<file path="src/rtl/multiplier_control.sv">
// Control FSM for the 8-bit shift-add two's-complement multiplier datapath.
// Synchronizes the Run / Load_Clear buttons and issues one-cycle datapath commands.
module multiplier_control #(
   parameter int N_BITS      = 8,
   parameter int SYNC_STAGES = 2
) (
   input  logic                     Clk,
   input  logic                     Reset_n,
   input  logic                     Run_i,
   input  logic                     Load_Clear_i,
   input  logic                     M,
   output logic                     Clr_XA,
   output logic                     Ld_B,
   output logic                     Add,
   output logic                     Sub,
   output logic                     Shift,
   output logic                     Busy,
   output logic                     Done,
   output logic [2:0]               State,
   output logic [$clog2(N_BITS):0]  Count
);

   localparam int CW = $clog2(N_BITS) + 1;

   typedef enum logic [2:0] {
      S_IDLE  = 3'd0,
      S_CLR   = 3'd1,
      S_ADD   = 3'd2,
      S_SHIFT = 3'd3,
      S_HOLD  = 3'd4
   } state_t;

   state_t                  state_q, state_d;
   logic [CW-1:0]           count_q, count_d;
   logic [SYNC_STAGES-1:0]  run_sync_q, run_sync_d;
   logic [SYNC_STAGES-1:0]  lc_sync_q, lc_sync_d;
   logic                    run_prev_q, lc_prev_q;
   logic                    run_edge, lc_edge;
   logic                    last_iter;

   assign run_sync_d = {run_sync_q[SYNC_STAGES-2:0], Run_i};
   assign lc_sync_d  = {lc_sync_q[SYNC_STAGES-2:0], Load_Clear_i};

   // Sync and history flops reset high so a button held through reset gives no edge.
   always_ff @(posedge Clk or negedge Reset_n) begin
      if (!Reset_n) begin
         run_sync_q <= '1;
         lc_sync_q  <= '1;
         run_prev_q <= 1'b1;
         lc_prev_q  <= 1'b1;
      end else begin
         run_sync_q <= run_sync_d;
         lc_sync_q  <= lc_sync_d;
         run_prev_q <= run_sync_q[SYNC_STAGES-1];
         lc_prev_q  <= lc_sync_q[SYNC_STAGES-1];
      end
   end

   assign run_edge  = run_sync_q[SYNC_STAGES-1] & ~run_prev_q;
   assign lc_edge   = lc_sync_q[SYNC_STAGES-1] & ~lc_prev_q;
   assign last_iter = (count_q == CW'(N_BITS - 1));

   always_ff @(posedge Clk or negedge Reset_n) begin
      if (!Reset_n) begin
         state_q <= S_IDLE;
         count_q <= '0;
      end else begin
         state_q <= state_d;
         count_q <= count_d;
      end
   end

   always_comb begin
      state_d = state_q;
      count_d = count_q;
      case (state_q)
         S_IDLE, S_HOLD: begin
            // Load_Clear wins a same-cycle tie; the Run edge is simply dropped.
            if (lc_edge) begin
               state_d = S_IDLE;
            end else if (run_edge) begin
               state_d = S_CLR;
               count_d = '0;
            end
         end
         S_CLR:   state_d = S_ADD;
         S_ADD:   state_d = S_SHIFT;
         S_SHIFT: begin
            count_d = count_q + CW'(1);
            state_d = last_iter ? S_HOLD : S_ADD;
         end
         default: state_d = S_IDLE;
      endcase
   end

   always_comb begin
      Clr_XA = 1'b0;
      Ld_B   = 1'b0;
      Add    = 1'b0;
      Sub    = 1'b0;
      Shift  = 1'b0;
      Busy   = 1'b0;
      Done   = 1'b0;
      case (state_q)
         S_IDLE: begin
            Ld_B   = lc_edge;
            Clr_XA = lc_edge;
         end
         S_CLR: begin
            Clr_XA = 1'b1;
            Busy   = 1'b1;
         end
         S_ADD: begin
            Busy = 1'b1;
            // The final partial product carries the sign weight, so it is subtracted.
            Add  = M & ~last_iter;
            Sub  = M & last_iter;
         end
         S_SHIFT: begin
            Shift = 1'b1;
            Busy  = 1'b1;
         end
         S_HOLD: begin
            Done   = ~lc_edge;
            Ld_B   = lc_edge;
            Clr_XA = lc_edge;
         end
         default: ;
      endcase
   end

   assign State = state_q;
   assign Count = count_q;

endmodule

</file>
<file path="config.mk">
export PLATFORM = sky130hd
export DESIGN_NAME = multiplier_control
export DESIGN_NICKNAME = d
export VERILOG_FILES = /design/src/rtl/multiplier_control.sv
export SDC_FILE = /design/constraint.sdc
export NUM_CORES = 1
export LEC_CHECK = 0
export ABC_AREA = 1
export CAP_MARGIN = 5
export CELL_PAD_IN_SITES_DETAIL_PLACEMENT = 1
export CELL_PAD_IN_SITES_GLOBAL_PLACEMENT = 1
export CORE_ASPECT_RATIO = 1.5
export CORE_MARGIN = 3
export CORE_UTILIZATION = 28
export DETAILED_ROUTE_END_ITERATION = 10
export PLACE_DENSITY = 0.74
export SETUP_SLACK_MARGIN = 0.5
export SLEW_MARGIN = 25
export SYNTH_ARGS = -nofsm -noshare
export SYNTH_HDL_FRONTEND = slang
export SYNTH_SLANG_ARGS = --single-unit
</file>
<file path="constraint.sdc">
create_clock -name Clk -period 1.1 [get_ports Clk]
set_clock_uncertainty 0.1 [all_clocks]
set_input_delay 0.22 -clock Clk [delete_from_list [all_inputs] [get_ports Clk]]
set_output_delay 0.22 -clock Clk [all_outputs]
set_load 0.02 [all_outputs]
</file>
==> run_results.csv, run 1 <==
group,metric,value,unit
placed_design,gp_congestion,0.7220,
sta,worst-ep-kind,"top-level output",
global_route,antenna_found_initial,0,
placed_design,place_ws,-0.7678,ns
status,error,"[ERROR DPL-0033] detailed placement checks failed during check placement.",
status,status,"stopped before the end",
synthesis,syn-num-nets,65,
synthesis,ys_seq_elements,13,
clock_network,cts_made_buffers,3,
placed_design,port_buffers,18,
global_route,grt_max_degree,14,
synthesis,ys_seq_area_frac,0.5898,
sta,grt_worst_setup_endpoint,"Sub",
synthesis,synth_area_leaders,"dfrtp_1, dfstp_2, nand3_1",
synthesis,syn_area,564.3,um2
placed_design,dp.final_hpwl,1413,um
clock_network,clock_path_buffers,2,
synthesis,yosys_warnings,0,
clock_network,htreeDepth,1,
synthesis,ys_types,19,
floorplanning,dieWidth,42.66,um
synthesis,post-synth-top-area-cell,"dfrtp_1",
clock_network,clockRootBuffer,"clkbuf_4",
floorplanning,io_pins,19,
clock_network,cts_sinks,13,
floorplanning,fp-row-count,19,
synthesis,yosys.area.top_type_share,0.3104,
status,stop_stage,"5_1_grt",
synthesis,syn_avg_cell_area,9.564,um2
floorplanning,dieHeight,60.98,um
clock_network,ctsHoldBuffers,0,
synthesis,syn_inst,59,
floorplanning,start_util,0.3005,
## cells in the mapped netlist
library cell	count
clkinv_1	1
inv_2	1
a31oi_1	1
or2_0	1
nor2_2	2
nand4_1	1
dfrtp_1	7
o21ai_0	1
nor3b_1	1
nand2_1	12
inv_1	7
dfstp_2	6
nor2_1	3
nor3_1	1
nand3_4	1
or2_1	1
or2_2	1
nand3_1	10
ha_1	1
## cells by family after synthesis
| family | synth area share |
|---|---|
| buffers and inverters | 0.05986 |
| flip-flops | 0.5898 |
| AO/OA/AOI/OAI | 0.01995 |
| adder cells (fa/ha/maj) | 0.02217 |
| AND/OR/NAND/NOR | 0.3082 |
## what timing repair did
action                                  in CTS
setup buffers                               10
cloned                                       0
gates resized for setup                    103
pin swaps                                   10
endpoints found under the setup margin      25
## metrics by stage
stage / area, um2 / std cells / setup TNS, ns
after CTS: 1244 / 134 / -6.340
after detailed placement: 1046 / 120 / -7.661
after global placement: 1046 / 120 / -7.103
after floorplan: 661.9 / 59 / -1.220
==> run 2: changes to the inputs <==
CELL_PAD_IN_SITES_DETAIL_PLACEMENT = default   (was 1)
CELL_PAD_IN_SITES_GLOBAL_PLACEMENT = default   (was 1)
CORE_AREA = 3 3 64 66   (was default)
CORE_ASPECT_RATIO = default   (was 1.5)
CORE_MARGIN = default   (was 3)
CORE_UTILIZATION = default   (was 28)
DIE_AREA = 0 0 67 69   (was default)
PLACE_DENSITY = default   (was 0.74)
PLACE_DENSITY_LB_ADDON = 0.15   (was default)
SETUP_SLACK_MARGIN = default   (was 0.5)
clock period = 1.4 ns   (was 1.1 ns; I/O delays follow)
==> run 2 against run 1 <==
  * The flow now finishes, with violations (setup timing)
  * Synthesized cell count stayed put
  * Area after synthesis stayed put
==> run_results.csv, run 2 <==
group,metric,value,unit
layout,layout_commonest_cell,"buf_4",
sta,rsz0062_at_grt,"true",
detailed_routing,dr.pass1.iters,2,
synthesis,synth_compound_area_frac,0.01996,
layout,antenna_cells,0,
run,drv_cap,0,
synthesis,synth.most_common_cell,"nand2_1",
layout,design_area,1179,um2
clock_network,ctsHoldBuffers,0,
synthesis,syn_avg_cell_area,9.564,um2
floorplanning,io_pins,19,
clock_network,worstSkewPairLatency,0.24,ns
detailed_routing,postRouteAntennaNets,0,
power_and_ir_drop,ir_drop,0.0005815,V
floorplanning,core,3633,um2
synthesis,post-synth-top-area-cell,"dfrtp_1",
power_and_ir_drop,total_leakage_power,0.5524,nW
synthesis,yosys_warnings,0,
clock_network,clockRootBuffer,"clkbuf_8",
sta,fin_crit_sh,1.195,
layout,drive_above_1_share,0.7130,
detailed_routing,drc,0,
critical_path,cp-start-kind,"register",
synthesis,synth_edf_count,0,
sta,setup_viol,8,
detailed_routing,wl_met1,716,um
detailed_routing,dr_wl_met3,81,um
synthesis,yosys.area_share.xor_xnor,0,
clock_network,htreeDepth,1,
synthesis,ys_seq_elements,13,
worst_hold_path,hold_class,"in2async",
placed_design,port_buffers,18,
synthesis,synth_common_cells,"nand2_1, nand3_1, dfrtp_1, inv_1, dfstp_2",
critical_path,crit_path_max_fanout,3,
floorplanning,dieHeight,69,um
layout,largest_register_ffs,4,
clock_network,cts_made_buffers,3,
sta,holdWs,0.2369,ns
synthesis,yosys.area_share.simple,0.3082,
sta,setup_ws,-0.2734,ns
sta,worst_pin_slew,0.2708,ns
synthesis,syn_area,564.3,um2
clock_network,cts_sinks,13,
detailed_routing,wl_met2,761,um
synthesis,syn-num-nets,65,
detailed_routing,vias,578,
power_and_ir_drop,power_density,2057,nW/um2
floorplanning,fp-row-count,22,
floorplanning,start_util,0.1553,
sta,slew_headroom,0.8188,
placed_design,gp_congestion,0.6877,
detailed_routing,routed_wl,1602,um
placed_design,place_ws,-0.5651,ns
clock_network,path_clk_slew,0.06,ns
layout,final_nets,115,
layout,layout_common_cells,"buf_4, buf_6, nand2_1",
detailed_routing,top_layer_used,"met4",
floorplanning,die_area,4623,um2
placed_design,placed_area,1011,um2
sta,fmax,597.6,MHz
synthesis,synth_area_leaders,"dfrtp_1, dfstp_2, nand3_1",
detailed_routing,wire_per_inst,10.27,um
synthesis,synth_mux_area_frac,0,
sta,fin_crit,1.673,ns
global_route,grt_pass1_wl,2559,um
synthesis,ys_types,19,
detailed_routing,routed_via_density,3.705,
global_route,grt_usage,0.07480,
sta,hold_viol_final,0,
synthesis,async_flop_share,1.000,
global_route,grt_max_degree,14,
placed_design,dp.final_hpwl,1161,um
synthesis,ys_seq_area_frac,0.5898,
status,status,"finished with violations",
clock_network,clock_path_buffers,2,
layout,nFillCells,382,
critical_path,end_kind,"output pin",
synthesis,ys.flop_type,"dfrtp_1",
synthesis,syn_inst,59,
sta,maxSlewViolCount,0,
synthesis,yosys.area.top_type_share,0.3104,
synthesis,synth_top_family_by_area,"simple AND/OR/NAND/NOR gates",
clock_network,cts_tree,"done",
floorplanning,dieWidth,67,um
global_route,grt_pass1_vias,582,
synthesis,synthAdderAreaFrac,0.02217,
detailed_routing,drt_iter0_markers,12,
status,violations,"setup timing",
critical_path,crit_type,"reg2out",
global_route,grt_overflow,0,
layout,syn_to_final_growth,108.9,%
global_route,antenna_found_initial,0,
critical_path,arrival,1.29,ns
critical_path,crit_required,1.02,ns
-- run 2: cell counts after synthesis --
Identical to the previous run, type by type.
-- run 2: cell families after synthesis --
family                   count (synthesis)
AND/OR/NAND/NOR                         34
flip-flops                              13
buffers and inverters                    9
AO/OA/AOI/OAI                            2
adder cells (fa/ha/maj)                  1
-- run 2: where the power goes --
part	total (mW)	internal [mW]	switching [mW]
Clock	0.341	0.197	0.144
Combinational	1.46	0.741	0.722
Sequential	0.620	0.496	0.124
-- run 2: per-stage QoR --
stage	setup TNS, ns	power (mW)	cells	utilization
finish	-1.431	2.424	156	0.3244
floorplan	-0.08042	1.288	59	-
CTS	-1.340	2.397	151	0.3023
detailed placement	-3.297	2.009	143	0.2782
global placement	-3.267	1.998	143	0.2782
global route	-1.965	2.606	156	0.3244
-- run 2: layout make-up --
type / count / area, um2 / area share
clock buffer: 3 / 41.29 / 0.03503
timing repair buffer: 45 / 384.1 / 0.3259
inverter: 9 / 35.03 / 0.02972
clock inverter: 1 / 5.005 / 0.004246
tap: 48 / 60.06 / 0.05096
sequential: 13 / 337.8 / 0.2866
multi-input combinational: 37 / 315.3 / 0.2675
-- run 2: routing by layer --
metal | vias to the layer above | track usage
li1 | 289 | -
met1 | 267 | 0.09256
met2 | 18 | 0.1081
met3 | 4 | 0.01629
met4 | 0 | 0.06081
met5 | - | 0
-- run 2: worst paths after layout --
| check | startpoint | end | slack (ns) | cells past startpoint |
|---|---|---|---|---|
| max reg2reg | State[1]$_DFFE_PN0P_ | Count[2]$_DFFE_PN0P_ | 0.03 | 7 |
| max | Count[0]$_DFFE_PN0P_ | Add | -0.27 | 5 |
| max in group asynchronous | Reset_n | lc_sync_q[1]$_DFF_PN1_ | 0.73 | 2 |
| min reg2reg | lc_sync_q[0]$_DFF_PN1_ | lc_sync_q[1]$_DFF_PN1_ | 0.25 | 0 |
| min in group Clk | lc_sync_q[0]$_DFF_PN1_ | lc_sync_q[1]$_DFF_PN1_ | 0.25 | 0 |
| min | Reset_n | Count[1]$_DFFE_PN0P_ | 0.24 | 2 |
-- run 2: critical path, stage by stage, from the launching register on --
cell	delay (ns)
dfrtp_2	0.42
ha_4	0.17
nand2_4	0.06
nor2_4	0.05
nor3b_4	0.20
buf_6	0.14
-- run 2: what timing repair did --
action	in CTS	in global routing
gates cloned	0	0
resized for setup	76	10
setup buffers	4	6
setup endpoints to repair	16	9
pin swaps	6	11
(Power assumes the default switching activity.)
==> run 3: changes to the inputs <==
ABC_AREA = default   (was 1)
==> run 3 against run 2 <==
  * The flow still finishes with violations (setup timing)
  * Count of clock-buffer cells in the layout rose by 1
  * Critical path depth down 1
  * Cell count shrank 8.3%
  * Non-clock buffer count shrank 3
  * Largest power group unchanged
  * Synthesized cell count shrank 17%
  * Critical path type unchanged
  * Clock power down 4%
  * Power shrank 0.41%
  * Largest cell class unchanged
  * Combinational power about the same
==> run_results.csv, run 3 <==
group,metric,value,unit
clock_network,worstSkewPairLatency,0.24,ns
clock_network,cts_tree,"done",
critical_path,end_kind,"output pin",
synthesis,yosys.area.top_type_share,0.3226,
critical_path,timing.rr.end,"Count[3]$_DFFE_PN0P_",
placed_design,gp_congestion,0.7004,
clock_network,cts_sinks,13,
sta,holdWs,0.2414,ns
detailed_routing,dr.pass1.iters,4,
power_and_ir_drop,power_density,2213,nW/um2
sta,hold_viol_final,0,
run,drv_cap,0,
critical_path,slowest_delay,0.42,ns
synthesis,ys_seq_elements,13,
sta,fin_crit_sh,1.182,
clock_network,htreeDepth,1,
critical_path,crit_type,"reg2out",
sta,worst_pin_slew,0.1896,ns
layout,drive_above_1_share,0.6947,
global_route,met1_usage,0.09036,
sta,setup_ws,-0.2546,ns
floorplanning,io_pins,19,
synthesis,syn_inst,49,
synthesis,ys_types,21,
synthesis,synth.most_common_cell,"dfrtp_1",
layout,final_nets,102,
layout,layout_commonest_cell,"buf_4",
global_route,grt_max_degree,14,
critical_path,cp-start-kind,"register",
layout,antenna_cells,0,
layout,syn_to_final_growth,100.9,%
clock_network,clock_path_buffers,2,
critical_path,crit_path_max_fanout,3,
global_route,grt_usage,0.06820,
synthesis,syn_area,543.0,um2
clock_network,ctsHoldBuffers,0,
worst_hold_path,hold_class,"in2async",
synthesis,ys_seq_area_frac,0.6129,
clock_network,cts_made_buffers,3,
status,status,"finished with violations",
critical_path,slowest_stage,"dfrtp_2",
synthesis,syn_avg_cell_area,11.08,um2
power_and_ir_drop,ir_drop,0.0009550,V
sta,slew_headroom,0.8734,
synthesis,post-synth-top-area-cell,"dfrtp_1",
placed_design,port_buffers,18,
floorplanning,dieHeight,69,um
global_route,grt_overflow,0,
floorplanning,start_util,0.1494,
global_route,antenna_found_initial,0,
placed_design,dp.cells,129,
synthesis,syn-num-nets,55,
critical_path,crit_required,1.02,ns
synthesis,synth_edf_count,0,
sta,fmax,604.4,MHz
floorplanning,dieWidth,67,um
sta,setup_viol,9,
layout,finalNonFillerCells,143,
synthesis,synth_area_leaders,"dfrtp_1, dfstp_2, nand3b_4",
detailed_routing,routed_wl,1443,um
detailed_routing,vias,509,
global_route,grt_pass1_wl,2408,um
detailed_routing,drt_iter0_markers,15,
global_route,grt_pass1_vias,506,
synthesis,yosys_warnings,0,
floorplanning,core,3633,um2
clock_network,clockRootBuffer,"clkbuf_8",
clock_network,path_clk_slew,0.06,ns
placed_design,dp.final_hpwl,1014,um
sta,rsz0062_at_grt,"true",
sta,fin_crit,1.655,ns
synthesis,async_flop_share,1.000,
synthesis,synth_common_cells,"dfrtp_1, dfstp_2, nand2_1",
layout,largest_register_ffs,4,
floorplanning,fp-row-count,22,
status,violations,"setup timing",
global_route,busiest_layer,"met2",
critical_path,reg2reg_from,"State[2]$_DFFE_PN0P_",
detailed_routing,drc,0,
global_route,grt.met3_usage,0.01140,
sta,maxSlewViolCount,0,
detailed_routing,wire_per_inst,10.09,um
synthesis,ys.flop_type,"dfrtp_1",
critical_path,arrival,1.27,ns
floorplanning,die_area,4623,um2
layout,layout_common_cells,"buf_4, buf_6, dfstp_2, buf_2, nand2_1",
critical_path,worstPathCellList,"ha_4 > nand3b_1 > and3_4 > buf_6",
detailed_routing,postRouteAntennaNets,0,
global_route,met2_usage,0.09498,
power_and_ir_drop,total_leakage_power,0.4951,nW
detailed_routing,routed_via_density,3.559,
critical_path,rrSetupSlack,-0.08,ns
critical_path,reg2reg_depth,5,
placed_design,place_ws,-0.5145,ns
[run 3: kinds of logic (layout without fill, tap and decap cells)]
group / after synthesis / in the layout / share of synthesized area
simple gates: 23 / 23 / 0.2465
compound gates: 9 / 9 / 0.09679
fa+ha+maj: 1 / 1 / 0.02304
buf+inv: 3 / 49 / 0.02074
flops: 13 / 13 / 0.6129
[run 3: metrics by stage]
step                      TNS (ns)  instance area (um2)  power (mW)    util
after global routing        -2.061                 1091       2.611  0.3003
after global placement      -3.495                919.6       1.801  0.2531
after floorplan           -0.02349                574.3       1.154       -
final                       -1.537                 1091       2.414  0.3003
after detailed placement    -3.474                919.6       1.808  0.2531
after CTS                   -1.311                 1026       2.313  0.2824
[run 3: how the worst max path moves through the flow]
| stage | start | to | depth (start not counted) |
|---|---|---|---|
| CTS | Count[0]$_DFFE_PN0P_ | Add | 4 |
| finish | Count[1]$_DFFE_PN0P_ | Add | 4 |
| global placement | M | Add | 3 |
| floorplan | lc_sync_q[1]$_DFF_PN1_ | Clr_XA | 3 |
| detailed placement | M | Add | 3 |
| global route | Count[1]$_DFFE_PN0P_ | Add | 4 |
[run 3: area by class of cell]
type                    instances  area (um2)
inverters                       3       11.26
multi-input cells              33       270.3
flip-flops and latches         13       337.8
clock buffers                   4       45.04
repair buffers                 42       366.6
well taps                      48       60.06
fillers                       390        2542
[run 3: metal layers]
metal | vias up | wire [um]
li1 | 259 | -
met3 | 2 | 77
met1 | 232 | 694
met2 | 16 | 644
met5 | - | 0
met4 | 0 | 27
[run 3: critical path: cells and delay by family, from the launching register on]
family	cells	cell delay, ns
buffers and inverters	1	0.11
adders and majority gates	1	0.16
and+or+nand+nor	2	0.34
DFF	1	0.42
[run 3: power by group]
part	internal [mW]	total [mW]	switching (mW)
clock network	0.200	0.327	0.126
registers	0.496	0.617	0.121
logic	0.820	1.47	0.651
[run 3: repair_timing]
item	4_1_cts	5_1_grt
pin swaps	6	8
endpoints found under the setup margin	16	13
buffers inserted	4	6
gates resized for setup	82	9
